File: config.mk
export PLATFORM = sky130hd
export DESIGN_NAME = alarm_bank
export DESIGN_NICKNAME = d
export VERILOG_FILES = /design/src/rtl/alarm_bank.sv
export SDC_FILE = /design/constraint.sdc
export NUM_CORES = 1
export LEC_CHECK = 0
export CAP_MARGIN = 20
export CELL_PAD_IN_SITES_DETAIL_PLACEMENT = 2
export CELL_PAD_IN_SITES_GLOBAL_PLACEMENT = 2
export CORE_AREA = 3 3 205 107
export CTS_CLUSTER_DIAMETER = 40
export DETAILED_ROUTE_END_ITERATION = 10
export DIE_AREA = 0 0 208 110
export PLACE_DENSITY_LB_ADDON = 0.05
export SLEW_MARGIN = 20
export SYNTH_ARGS = -nofsm -noshare
export SYNTH_HDL_FRONTEND = slang
export SYNTH_SLANG_ARGS = --single-unit
export TNS_END_PERCENT = 10
File: constraint.sdc
create_clock -name clk -period 2.4 [get_ports clk]
set_clock_uncertainty 0.05 [all_clocks]
set_input_delay 0.48 -clock clk [delete_from_list [all_inputs] [get_ports clk]]
set_output_delay 0.48 -clock clk [all_outputs]
set_load 0.005 [all_outputs]
File: src/rtl/alarm_bank.sv
`default_nettype none
// ============================================================================
// Module   : alarm_bank
// Brief    : Multi-channel alarm controller with per-channel ring/snooze
//            state, minute-boundary matching and a flashing LED bank.
// Revision : 1.0
// ============================================================================
module alarm_bank #(
    parameter int NUM_ALARMS  = 4,
    parameter int LED_WIDTH   = 16,
    parameter int SNOOZE_MINS = 5,
    parameter int RING_MINS   = 10,
    parameter int FLASH_DIV   = 50_000_000
) (
    input  logic                          clk,
    input  logic                          clr,
    input  logic                          minute_tick,
    input  logic [4:0]                    cur_hours,
    input  logic [5:0]                    cur_mins,
    input  logic                          wr_en,
    input  logic [$clog2(NUM_ALARMS)-1:0] wr_sel,
    input  logic [4:0]                    wr_hours,
    input  logic [5:0]                    wr_mins,
    input  logic                          wr_arm,
    input  logic                          snooze,
    input  logic                          dismiss,
    output logic [NUM_ALARMS-1:0]         ringing,
    output logic [$clog2(NUM_ALARMS)-1:0] active_sel,
    output logic [LED_WIDTH-1:0]          led
);

    localparam int c_SEL_W  = $clog2(NUM_ALARMS);
    localparam int c_FCNT_W = (FLASH_DIV > 1) ? $clog2(FLASH_DIV) : 1;

    localparam logic [1:0] c_IDLE    = 2'd0;
    localparam logic [1:0] c_ARMED   = 2'd1;
    localparam logic [1:0] c_RINGING = 2'd2;
    localparam logic [1:0] c_SNOOZED = 2'd3;

    localparam logic [5:0]          c_SNOOZE_CNT = 6'(SNOOZE_MINS);
    localparam logic [5:0]          c_RING_CNT   = 6'(RING_MINS);
    localparam logic [c_FCNT_W-1:0] c_FLASH_LAST = c_FCNT_W'(FLASH_DIV - 1);

    logic                  w_wr_valid;
    logic [NUM_ALARMS-1:0] w_ring_nx;
    logic [c_SEL_W-1:0]    w_sel_nx;
    logic [c_FCNT_W-1:0]   r_fcnt;
    logic [c_FCNT_W-1:0]   w_fcnt_nx;
    logic                  r_phase;
    logic                  w_phase_nx;
    logic [NUM_ALARMS-1:0] r_ringing;
    logic [c_SEL_W-1:0]    r_active_sel;
    logic [LED_WIDTH-1:0]  r_led;

    // An out-of-range time makes the write a no-op, so lower events still act.
    assign w_wr_valid = (wr_hours <= 5'd23) && (wr_mins <= 6'd59);

    for (genvar gi = 0; gi < NUM_ALARMS; gi++) begin : g_ch
        logic [1:0] r_state;
        logic [1:0] w_state_nx;
        logic [4:0] r_hours;
        logic [4:0] w_hours_nx;
        logic [5:0] r_mins;
        logic [5:0] w_mins_nx;
        logic [5:0] r_mcnt;
        logic [5:0] w_mcnt_nx;
        logic       w_wr_hit;

        assign w_wr_hit = wr_en && (wr_sel == c_SEL_W'(gi)) && w_wr_valid;

        always_comb begin
            w_state_nx = r_state;
            w_hours_nx = r_hours;
            w_mins_nx  = r_mins;
            w_mcnt_nx  = r_mcnt;
            if (w_wr_hit) begin
                if (wr_arm) begin
                    w_state_nx = c_ARMED;
                    w_hours_nx = wr_hours;
                    w_mins_nx  = wr_mins;
                    w_mcnt_nx  = 6'd0;
                end else begin
                    w_state_nx = c_IDLE;
                end
            end else if (dismiss && (r_state == c_RINGING || r_state == c_SNOOZED)) begin
                w_state_nx = c_ARMED;
            end else if (snooze && r_state == c_RINGING) begin
                w_state_nx = c_SNOOZED;
                w_mcnt_nx  = c_SNOOZE_CNT;
            end else if (minute_tick) begin
                case (r_state)
                    c_ARMED: begin
                        if (cur_hours == r_hours && cur_mins == r_mins) begin
                            w_state_nx = c_RINGING;
                            w_mcnt_nx  = 6'd0;
                        end
                    end
                    c_RINGING: begin
                        w_mcnt_nx = r_mcnt + 6'd1;
                        if (r_mcnt + 6'd1 == c_RING_CNT) begin
                            w_state_nx = c_ARMED;
                        end
                    end
                    c_SNOOZED: begin
                        w_mcnt_nx = r_mcnt - 6'd1;
                        if (r_mcnt - 6'd1 == 6'd0) begin
                            w_state_nx = c_RINGING;
                        end
                    end
                    default: ;
                endcase
            end
        end

        always_ff @(posedge clk) begin
            if (clr) begin
                r_state <= c_IDLE;
                r_hours <= 5'd0;
                r_mins  <= 6'd0;
                r_mcnt  <= 6'd0;
            end else begin
                r_state <= w_state_nx;
                r_hours <= w_hours_nx;
                r_mins  <= w_mins_nx;
                r_mcnt  <= w_mcnt_nx;
            end
        end

        assign w_ring_nx[gi] = (w_state_nx == c_RINGING);
    end

    always_comb begin
        w_sel_nx = '0;
        for (int k = NUM_ALARMS - 1; k >= 0; k--) begin
            if (w_ring_nx[k]) begin
                w_sel_nx = c_SEL_W'(k);
            end
        end
    end

    assign w_fcnt_nx  = (r_fcnt == c_FLASH_LAST) ? '0 : r_fcnt + 1'b1;
    assign w_phase_nx = (r_fcnt == c_FLASH_LAST) ? ~r_phase : r_phase;

    // Outputs are registered from next-state values so they line up with the channel state.
    always_ff @(posedge clk) begin
        if (clr) begin
            r_fcnt       <= '0;
            r_phase      <= 1'b0;
            r_ringing    <= '0;
            r_active_sel <= '0;
            r_led        <= '0;
        end else begin
            r_fcnt       <= w_fcnt_nx;
            r_phase      <= w_phase_nx;
            r_ringing    <= w_ring_nx;
            r_active_sel <= w_sel_nx;
            r_led        <= {LED_WIDTH{w_phase_nx & (|w_ring_nx)}};
        end
    end

    assign ringing    = r_ringing;
    assign active_sel = r_active_sel;
    assign led        = r_led;

endmodule
`default_nettype wire

==> results of run 1 <==
## path summary, 6_finish.rpt
path | startpoint | endpoint | slack [ns] | depth (start not counted)
min reg2reg | r_fcnt[0]$_SDFF_PP0_ | r_fcnt[0]$_SDFF_PP0_ | 0.39 | 1
max reg2reg | g_ch[0].r_mins[4]$_SDFFE_PP0P_ | led[0]$_SDFF_PP0_ | 0.12 | 8
max | cur_hours[0] | led[0]$_SDFF_PP0_ | 0.05 | 10
min | r_fcnt[0]$_SDFF_PP0_ | r_fcnt[0]$_SDFF_PP0_ | 0.39 | 1
## layer usage
layer / vias to the layer above / track usage / part of all wire
met4: 0 / 0.0485 / 0.012
li1: 2999 / - / -
met3: 16 / 0.0410 / 0.025
met5: - / 0 / 0
met1: 3041 / 0.250 / 0.47
met2: 56 / 0.362 / 0.49
## report_power, final
part,internal [mW],switching (mW)
Combinational,0.218,0.261
Clock,0.942,0.744
Sequential,1.84,0.0190
## metrics by stage
| stage | hold slack [ns] | power, mW | setup slack (ns) |
|---|---|---|---|
| 2_1_floorplan | 0.380 | 2.14 | 0.0726 |
| 3_3_place_gp | 0.398 | 2.34 | -0.761 |
| 3_5_place_dp | 0.413 | 2.35 | -0.809 |
| 4_1_cts | 0.424 | 4.08 | -0.0371 |
| 5_1_grt | 0.413 | 4.22 | -0.0115 |
| 6_report | 0.388 | 4.03 | 0.0521 |
## worst reg2reg max path, cell delays in order (launching register included)
cell and delay [ns]:
dfxtp_1 0.35, xnor2_2 0.19, nand4_1 0.20, buf_4 0.19, nor3_1 0.16, buf_4 0.16
a31oi_1 0.10, or4_4 0.51, a311oi_2 0.28
## flip-flops by register name, summed over array words and instances (netlist names)
name / count
ringing: 4
r_phase: 1
led: 1
active_sel: 2
r_fcnt: 26
g_ch.r_state: 8
g_ch.r_hours: 20
g_ch.r_mins: 24
g_ch.r_mcnt: 24
## repair_timing
item / CTS / global route
buffers inserted: 6 / 3
resized for setup: 33 / 69
setup endpoints to repair: 31 / 27
pin swaps: 15 / 22
## cell families (layout without fill, tap and decap cells)
| family | after synthesis | count (layout) |
|---|---|---|
| xor+xnor | 72 | 72 |
| buf+inv | 88 | 205 |
| compound gates | 149 | 149 |
| flops | 110 | 110 |
| simple gates | 354 | 354 |
| mux | 21 | 21 |
| fa+ha+maj | 13 | 13 |
## placed cells by master, fill, tap and decap left out, types with 5 or more instances in the layout
| cell | n |
|---|---|
| dfxtp_1 | 108 |
| buf_4 | 107 |
| nand2_1 | 100 |
| nor2_1 | 84 |
| a21oi_1 | 64 |
| xnor2_1 | 40 |
| nand3_1 | 33 |
| clkdlybuf4s50_1 | 32 |
| inv_1 | 22 |
| mux2i_1 | 21 |
| xnor2_2 | 19 |
| nor3_1 | 17 |
| o21ai_0 | 17 |
| or3_1 | 15 |
| nor2b_1 | 14 |
| nand4_1 | 13 |
| xor2_1 | 13 |
| ha_1 | 13 |
| a31oi_1 | 12 |
| nand2b_1 | 9 |
| clkbuf_16 | 9 |
| clkbuf_2 | 9 |
| nor4b_1 | 7 |
| a21oi_2 | 6 |
| or4_1 | 5 |
| nor4_1 | 5 |
| a21o_1 | 5 |
| dlymetal6s2s_1 | 5 |
## cell type report
class / instances / share of cell area
multi-input cells: 609 / 0.480
flip-flops and latches: 110 / 0.264
repair buffers: 167 / 0.168
well taps: 273 / 0.0408
clock buffers: 12 / 0.0295
inverters: 22 / 0.00987
clock inverters: 4 / 0.00838
## Yosys cell counts (3+ instances only)
library cell | count | area [um2]
dfxtp_1 | 110 | 2200
nand2_1 | 102 | 383
nor2_1 | 88 | 330
a21oi_1 | 70 | 350
xnor2_1 | 56 | 490
nand3_1 | 34 | 170
clkbuf_1 | 28 | 105
inv_1 | 22 | 82.6
mux2i_1 | 21 | 210
o21ai_0 | 20 | 100
nor3_1 | 19 | 95.1
buf_4 | 17 | 128
or3_1 | 16 | 100
buf_6 | 14 | 158
nor2b_1 | 14 | 87.6
ha_1 | 13 | 163
nand4_1 | 13 | 81.3
xor2_1 | 13 | 114
a31oi_1 | 12 | 75.1
nand2b_1 | 10 | 62.6
nor4_1 | 7 | 43.8
nor4b_1 | 7 | 61.3
or4_1 | 7 | 52.6
buf_2 | 6 | 30.0
a21o_1 | 5 | 37.5
nor3b_1 | 5 | 37.5
a221oi_1 | 4 | 35.0
a22oi_1 | 4 | 30.0
and2_1 | 4 | 25.0
and3_1 | 4 | 25.0
or2_2 | 4 | 25.0
a211o_1 | 3 | 26.3
o21a_1 | 3 | 22.5
o2bb2ai_1 | 3 | 26.3
o31a_1 | 3 | 26.3
xnor2_2 | 3 | 48.8
==> impl_metrics.json, run 1 <==
{
  "grt_pass1_vias": 6591,
  "dp.cells": 1173,
  "irDropWorstVdd_v": 0.000351,
  "nets": 963,
  "cp.arrival_ns": 2.59,
  "maxCapViolCount": 0,
  "drt_iter0_markers": 279,
  "htreeDepth": 3,
  "slew_headroom": 0.667,
  "setup_viol": 0,
  "tightest_slew_ns": 0.493,
  "synth_compound_area_frac": 0.143,
  "worst_path_most_repeated_cell": "buf_4",
  "placed_area_mm2": 0.00772,
  "power.density_mw_per_mm2": 482,
  "wirelength_um": 22700,
  "cts_buffers": 9,
  "holdBufCountCts": 0,
  "path_delay_family": "simple AND/OR/NAND/NOR gates",
  "cts.path.max_buffers": 2,
  "syn_area_mm2": 0.00644,
  "drtPass1Iterations": 4,
  "synth_xor_area_frac": 0.101,
  "drive_gt1_frac": 0.223,
  "area_growth_pct": 29.9,
  "synth.area.mux_share": 0.0327,
  "ant_nets": 0,
  "die_area_mm2": 0.0229,
  "dieHeight_um": 110,
  "fin_crit_ns": 2.35,
  "synth_edf_count": 0,
  "cts.sinks": 110,
  "crit_buf_inv": 4,
  "synth-simple-area-share": 0.277,
  "seq_area_mm2": 0.00220,
  "finalWeightedCongestion": 0.803,
  "finalMaxSlewViolations": 0,
  "cts_tree": "yes",
  "syn_inst": 807,
  "cp_max_fo": 4,
  "syn_nets": 851,
  "worstSkewPairLatency_ns": 0.38,
  "num_vias": 6112,
  "layout.cells.non_filler": 1197,
  "grt_overflow": 0,
  "portBuffers": 52,
  "postSynthAreaPerCell_um2": 7.98,
  "die_w_um": 208,
  "synth_seq_cells": 110,
  "diodes": 0,
  "fmax_mhz": 426,
  "synth_ff_type": "dfxtp_1",
  "coreArea_mm2": 0.0203,
  "critical-path-max-stage-delay_ns": 0.51,
  "cp_cell_sequence": "dlygate4sd2_1 > buf_6 > xnor2_2 > nand4_1 > buf_4 > nor3_1 > buf_4 > a31oi_1 > or4_4 > a311oi_2",
  "grt_max_degree": 49,
  "vias_per_cell": 5.11,
  "async_flop_share": 0,
  "layout_worst_path_cycle_share": 0.978,
  "end_kind": "flip-flop",
  "worst_path_max_delay_cell": "or4_4",
  "criticalPathCategory": "primary input to flip-flop",
  "antenna_found_initial": 0,
  "ioPinCount": 53,
  "grt_pass1_wl_um": 36000,
  "synth_cell_types": 67,
  "ys_seq_area_frac": 0.342,
  "synth_top_family_by_area": "simple AND/OR/NAND/NOR gates",
  "n_fill_cell": 2331,
  "wire_per_inst_um": 19.0,
  "utilization": 0.412,
  "tns_ns": 0,
  "drc": 0,
  "rows": 37,
  "p_leak_nw": 3.05,
  "status": "finished, final reports clean",
  "synth_adder_area_share": 0.0253,
  "final_area_mm2": 0.00836,
  "finalHoldViolCount": 0,
  "yosysWarnings": 0,
  "multi_input_area_mm2": 0.00401,
  "min_path_type": "flip-flop to flip-flop",
  "track_usage": 0.201,
  "root_buffer": "clkbuf_16",
  "dp_hpwl_um": 16600,
  "clkTransAtPathRegs_ns": 0.07,
  "critPathLaunchType": "primary input",
  "initial_core_util": 0.317,
  "worstPathRequired_ns": 2.64
}
(Power assumes the default switching activity.)
==> inputs of run 2 (changes only) <==
MAX_ROUTING_LAYER = met4   (was default)
==> impl_metrics.json, run 2 (synthesis results as in run 1) <==
{
  "worstPathRequired_ns": 2.66,
  "finalWorstSetupSlack_ns": 0.0153,
  "n_fill_cell": 2335,
  "antenna_found_initial": 0,
  "finalWeightedCongestion": 0.814,
  "dp.cells": 1173,
  "r2r-start": "g_ch[0].r_mins[4]$_SDFFE_PP0P_",
  "status": "finished, final reports clean",
  "preCtsSetupSlack_ns": -0.809,
  "ant_nets": 0,
  "wirelength_um": 22700,
  "grt_overflow": 0,
  "cts.path.max_buffers": 2,
  "grt_pass1_vias": 6584,
  "total_power_mw": 4.03,
  "portBuffers": 52,
  "nets": 963,
  "cts_buffers": 9,
  "drt_iter0_markers": 270,
  "holdBufCountCts": 0,
  "cp_max_fo": 6,
  "dieHeight_um": 110,
  "endpoint": "g_ch[1].r_mcnt[4]$_SDFFE_PP0P_",
  "setup_viol": 0,
  "top_regs": "r_fcnt: 26 flops, g_ch.r_mcnt: 24 flops, g_ch.r_mins: 24 flops",
  "coreArea_mm2": 0.0203,
  "drive_gt1_frac": 0.220,
  "cts.sinks": 110,
  "regToRegEndpoint": "led[0]$_SDFF_PP0_",
  "rsz0062_at_grt": "true",
  "die_w_um": 208,
  "die_area_mm2": 0.0229,
  "area_growth_pct": 29.9,
  "ioPinCount": 53,
  "num_vias": 6113,
  "grt_max_degree": 49,
  "slew_headroom": 0.659,
  "worstSkewPairLatency_ns": 0.38,
  "cts_tree": "yes",
  "dp_hpwl_um": 16600,
  "placed_area_mm2": 0.00772,
  "vias_per_cell": 5.11,
  "fin_crit_ns": 2.38,
  "fin_hold_ws_ns": 0.388,
  "drc": 0,
  "wire_per_inst_um": 18.9,
  "tightest_slew_ns": 0.504,
  "rows": 37,
  "root_buffer": "clkbuf_16",
  "min_path_type": "flip-flop to flip-flop",
  "cp-startpoint": "wr_mins[3]",
  "layout_worst_path_cycle_share": 0.994,
  "critPathLaunchType": "primary input",
  "utilization": 0.412,
  "largest-register": "r_fcnt",
  "maxCapViolCount": 0,
  "track_usage": 0.207,
  "largest_register_ffs": 26,
  "layout.cells.non_filler": 1197,
  "tns_ns": 0,
  "p_leak_nw": 3.04,
  "criticalPathCategory": "primary input to flip-flop",
  "worst-r2r-cell-count": 8,
  "rrSetupSlack_ns": 0.11,
  "clkTransAtPathRegs_ns": 0.07,
  "end_kind": "flip-flop",
  "fmax_mhz": 419,
  "finalHoldViolCount": 0,
  "final_common_cell": "dfxtp_1",
  "finalMaxSlewViolations": 0,
  "irDropWorstVdd_v": 0.000350,
  "final_area_mm2": 0.00836,
  "diodes": 0,
  "drtPass1Iterations": 4,
  "cp.arrival_ns": 2.64,
  "grt_pass1_wl_um": 36100,
  "power.density_mw_per_mm2": 482,
  "final_cell_mix": "108 x dfxtp_1, 107 x buf_4, 100 x nand2_1",
  "htreeDepth": 3,
  "hold_start": "r_fcnt[0]$_SDFF_PP0_",
  "initial_core_util": 0.317
}
-- run 2: how the worst min path moves through the flow --
stage / end / depth (start not counted)
3_5_place_dp: g_ch[0].r_hours[1]$_SDFFE_PP0P_ / 2
2_1_floorplan: r_fcnt[0]$_SDFF_PP0_ / 1
3_3_place_gp: r_fcnt[0]$_SDFF_PP0_ / 1
4_1_cts: g_ch[2].r_mins[3]$_SDFFE_PP0P_ / 2
5_1_grt: r_fcnt[0]$_SDFF_PP0_ / 1
6_report: r_fcnt[0]$_SDFF_PP0_ / 1
-- run 2: what timing repair did --
item / CTS / global route
endpoints found under the setup margin: 31 / 27
gates resized for setup: 33 / 64
pin swaps: 15 / 22
setup buffers: 6 / 3
-- run 2: layout make-up --
cell class              instances  area (um2)  area share
multi-input cells             609        4010       0.479
flip-flops and latches        110        2200       0.264
repair buffers                167        1410       0.168
well taps                     273         342      0.0409
clock buffers                  12         246      0.0295
inverters                      22        82.6     0.00988
clock inverters                 4        70.1     0.00838
-- run 2: worst max-delay path, cell delays in order --
cell and delay, ns:
clkdlybuf4s50_1 0.42, nand4_1 0.11, buf_6 0.13, nand2_4 0.07, nor3b_4 0.30, a21oi_2 0.08, a211o_4 0.38, or4b_1 0.51
a21oi_1 0.15
-- run 2: routing by layer --
layer / track usage / routed length, um / part of all wire / up-vias
li1: - / - / - / 2996
met1: 0.251 / 10600 / 0.47 / 3045
met2: 0.361 / 11200 / 0.49 / 56
met3: 0.0410 / 586 / 0.026 / 16
met4: 0.0485 / 272 / 0.012 / 0
met5: - / 0 / 0 / -
-- run 2: where the power goes --
group | internal (mW) | switching (mW)
logic | 0.218 | 0.259
clock network | 0.942 | 0.744
registers | 1.84 | 0.0187
==> edit, RTL diff (settings of run 2) <==
The parameter `LED_WIDTH` goes from 16 to 32.
--- a/src/rtl/alarm_bank.sv
+++ b/src/rtl/alarm_bank.sv
@@ -7,7 +7,7 @@
 // ============================================================================
 module alarm_bank #(
     parameter int NUM_ALARMS  = 4,
-    parameter int LED_WIDTH   = 16,
+    parameter int LED_WIDTH   = 32,
     parameter int SNOOZE_MINS = 5,
     parameter int RING_MINS   = 10,
     parameter int FLASH_DIV   = 50_000_000
Interface: changed (resized led); port bits go from 53 to 69. The function was not compared with the original's and may differ.
==> edit against run 2 <==
- utilization grew 0.14 points
- worst setup slack gained 24 ps
- die area is the same
- cell area grew 0.33%
- synthesized cell count grew 2.0%
- combinational power shrank 5.7%
- wire length shrank 0.75%
- synthesized area grew 1.9%
- sequential cell count is the same
- critical path depth grew 1
- total power grew 0.21%
- highest routed layer unchanged
==> edit: results (changes against run 2) <==
IO buf count 68 (+31%); grt met2 use 0.360 (-0.000937); dpl ws -781 ps (+27.9 ps); Routed WL 22.5 mm (-0.75%); All-Layer GR Usage 0.206 (-0.00102); setup slack, reg-to-reg 90 ps (-20 ps); Via density 5.15 (+0.78%); share of layout cells above drive strength 1 0.204 (-0.0160); worst r2r src g_ch[1].r_hours[0]$_SDFFE_PP0P_; post-synthesis sequential area ratio 0.336 (-0.00627); vias in the first global route 6521 (-0.96%); reg2reg end g_ch[1].r_mcnt[5]$_SDFFE_PP0P_; top cells by area, synth dfxtp_1, xnor2_1, nand2_1; first-pass GRT wire length 36.2 mm (+0.40%); Max-slew headroom 0.606 (-0.0535); met1 Use GR 0.257 (+0.00509); critical path's slowest cell or4_1; slowest stage delay, CP 540 ps (+30 ps); routability cong. 0.853 (+4.7%); Syn Nets 867 (+1.9%); Pleak 0.00302 µW (-0.56%); status complete, no violations; largest net degree at the start of global routing 36 (-27%); filler cell count 2299 (-1.5%); number of DRC markers in iteration 0 237 (-12%); DP Wirelength 16.7 mm (+0.40%); met3 usage 0.0336 (-0.00735)
-- edit: changes by cell type after synthesis --
cell | before | now
buf_4 | 17 | 33
-- edit: how the worst max path moves through the flow --
stage	depth (start not counted)	slack (ps)	endpoint	start
5_1_grt	8	-50	g_ch[1].r_mcnt[5]$_SDFFE_PP0P_	wr_mins[3]
6_report	10	40	g_ch[1].r_mcnt[5]$_SDFFE_PP0P_	cur_mins[4]
3_3_place_gp	9	-660	g_ch[1].r_mcnt[3]$_SDFFE_PP0P_	cur_hours[0]
2_1_floorplan	9	70	g_ch[2].r_mcnt[4]$_SDFFE_PP0P_	cur_mins[5]
3_5_place_dp	9	-780	g_ch[1].r_mcnt[5]$_SDFFE_PP0P_	cur_hours[0]
4_1_cts	9	5	g_ch[1].r_mcnt[5]$_SDFFE_PP0P_	cur_mins[2]
-- edit: logic make-up after synthesis --
family	synth area share
compound gates	0.140
buf+inv	0.0956
mux	0.0321
flops	0.336
xor+xnor	0.0996
fa+ha+maj	0.0248
simple gates	0.272
-- edit: layout make-up --
cell class	count	area [µm²]	share of cell area
clock buffers	12	256	0.0306
clock inverters	4	77.6	0.00925
inverters	22	82.6	0.00985
multi-input cells	609	3980	0.474
flip-flops and latches	110	2200	0.263
well taps	273	342	0.0407
repair buffers	171	1450	0.173
-- edit: what timing repair did --
| action | in CTS | in global routing |
|---|---|---|
| gates resized for setup | 38 | 51 |
| buffers inserted | 2 | 0 |
| endpoints found under the hold margin | 0 | 0 |
| setup endpoints to repair | 33 | 26 |
| pin swaps | 17 | 13 |
-- edit: through the flow --
stage / cell area, µm² / std cells / hold slack (ps) / TNS, ps
2_1_floorplan: 6560 / 823 / 380 / 0
3_3_place_gp: 7830 / 1183 / 398 / -24770
3_5_place_dp: 7830 / 1183 / 411 / -28530
4_1_cts: 8230 / 1201 / 423 / 0
5_1_grt: 8390 / 1201 / 444 / -122
6_report: 8390 / 1201 / 420 / 0
-- edit: power by group --
group,switching (µW),internal [µW]
Sequential,18.8,1840
Combinational,248,202
Clock,743,980
Total,1010,3020
-- edit: layer usage --
metal	routed length, µm	vias to the layer above
li1	-	3007
met1	10700	3105
met2	11100	56
met3	603	13
met4	189	0
met5	0	-
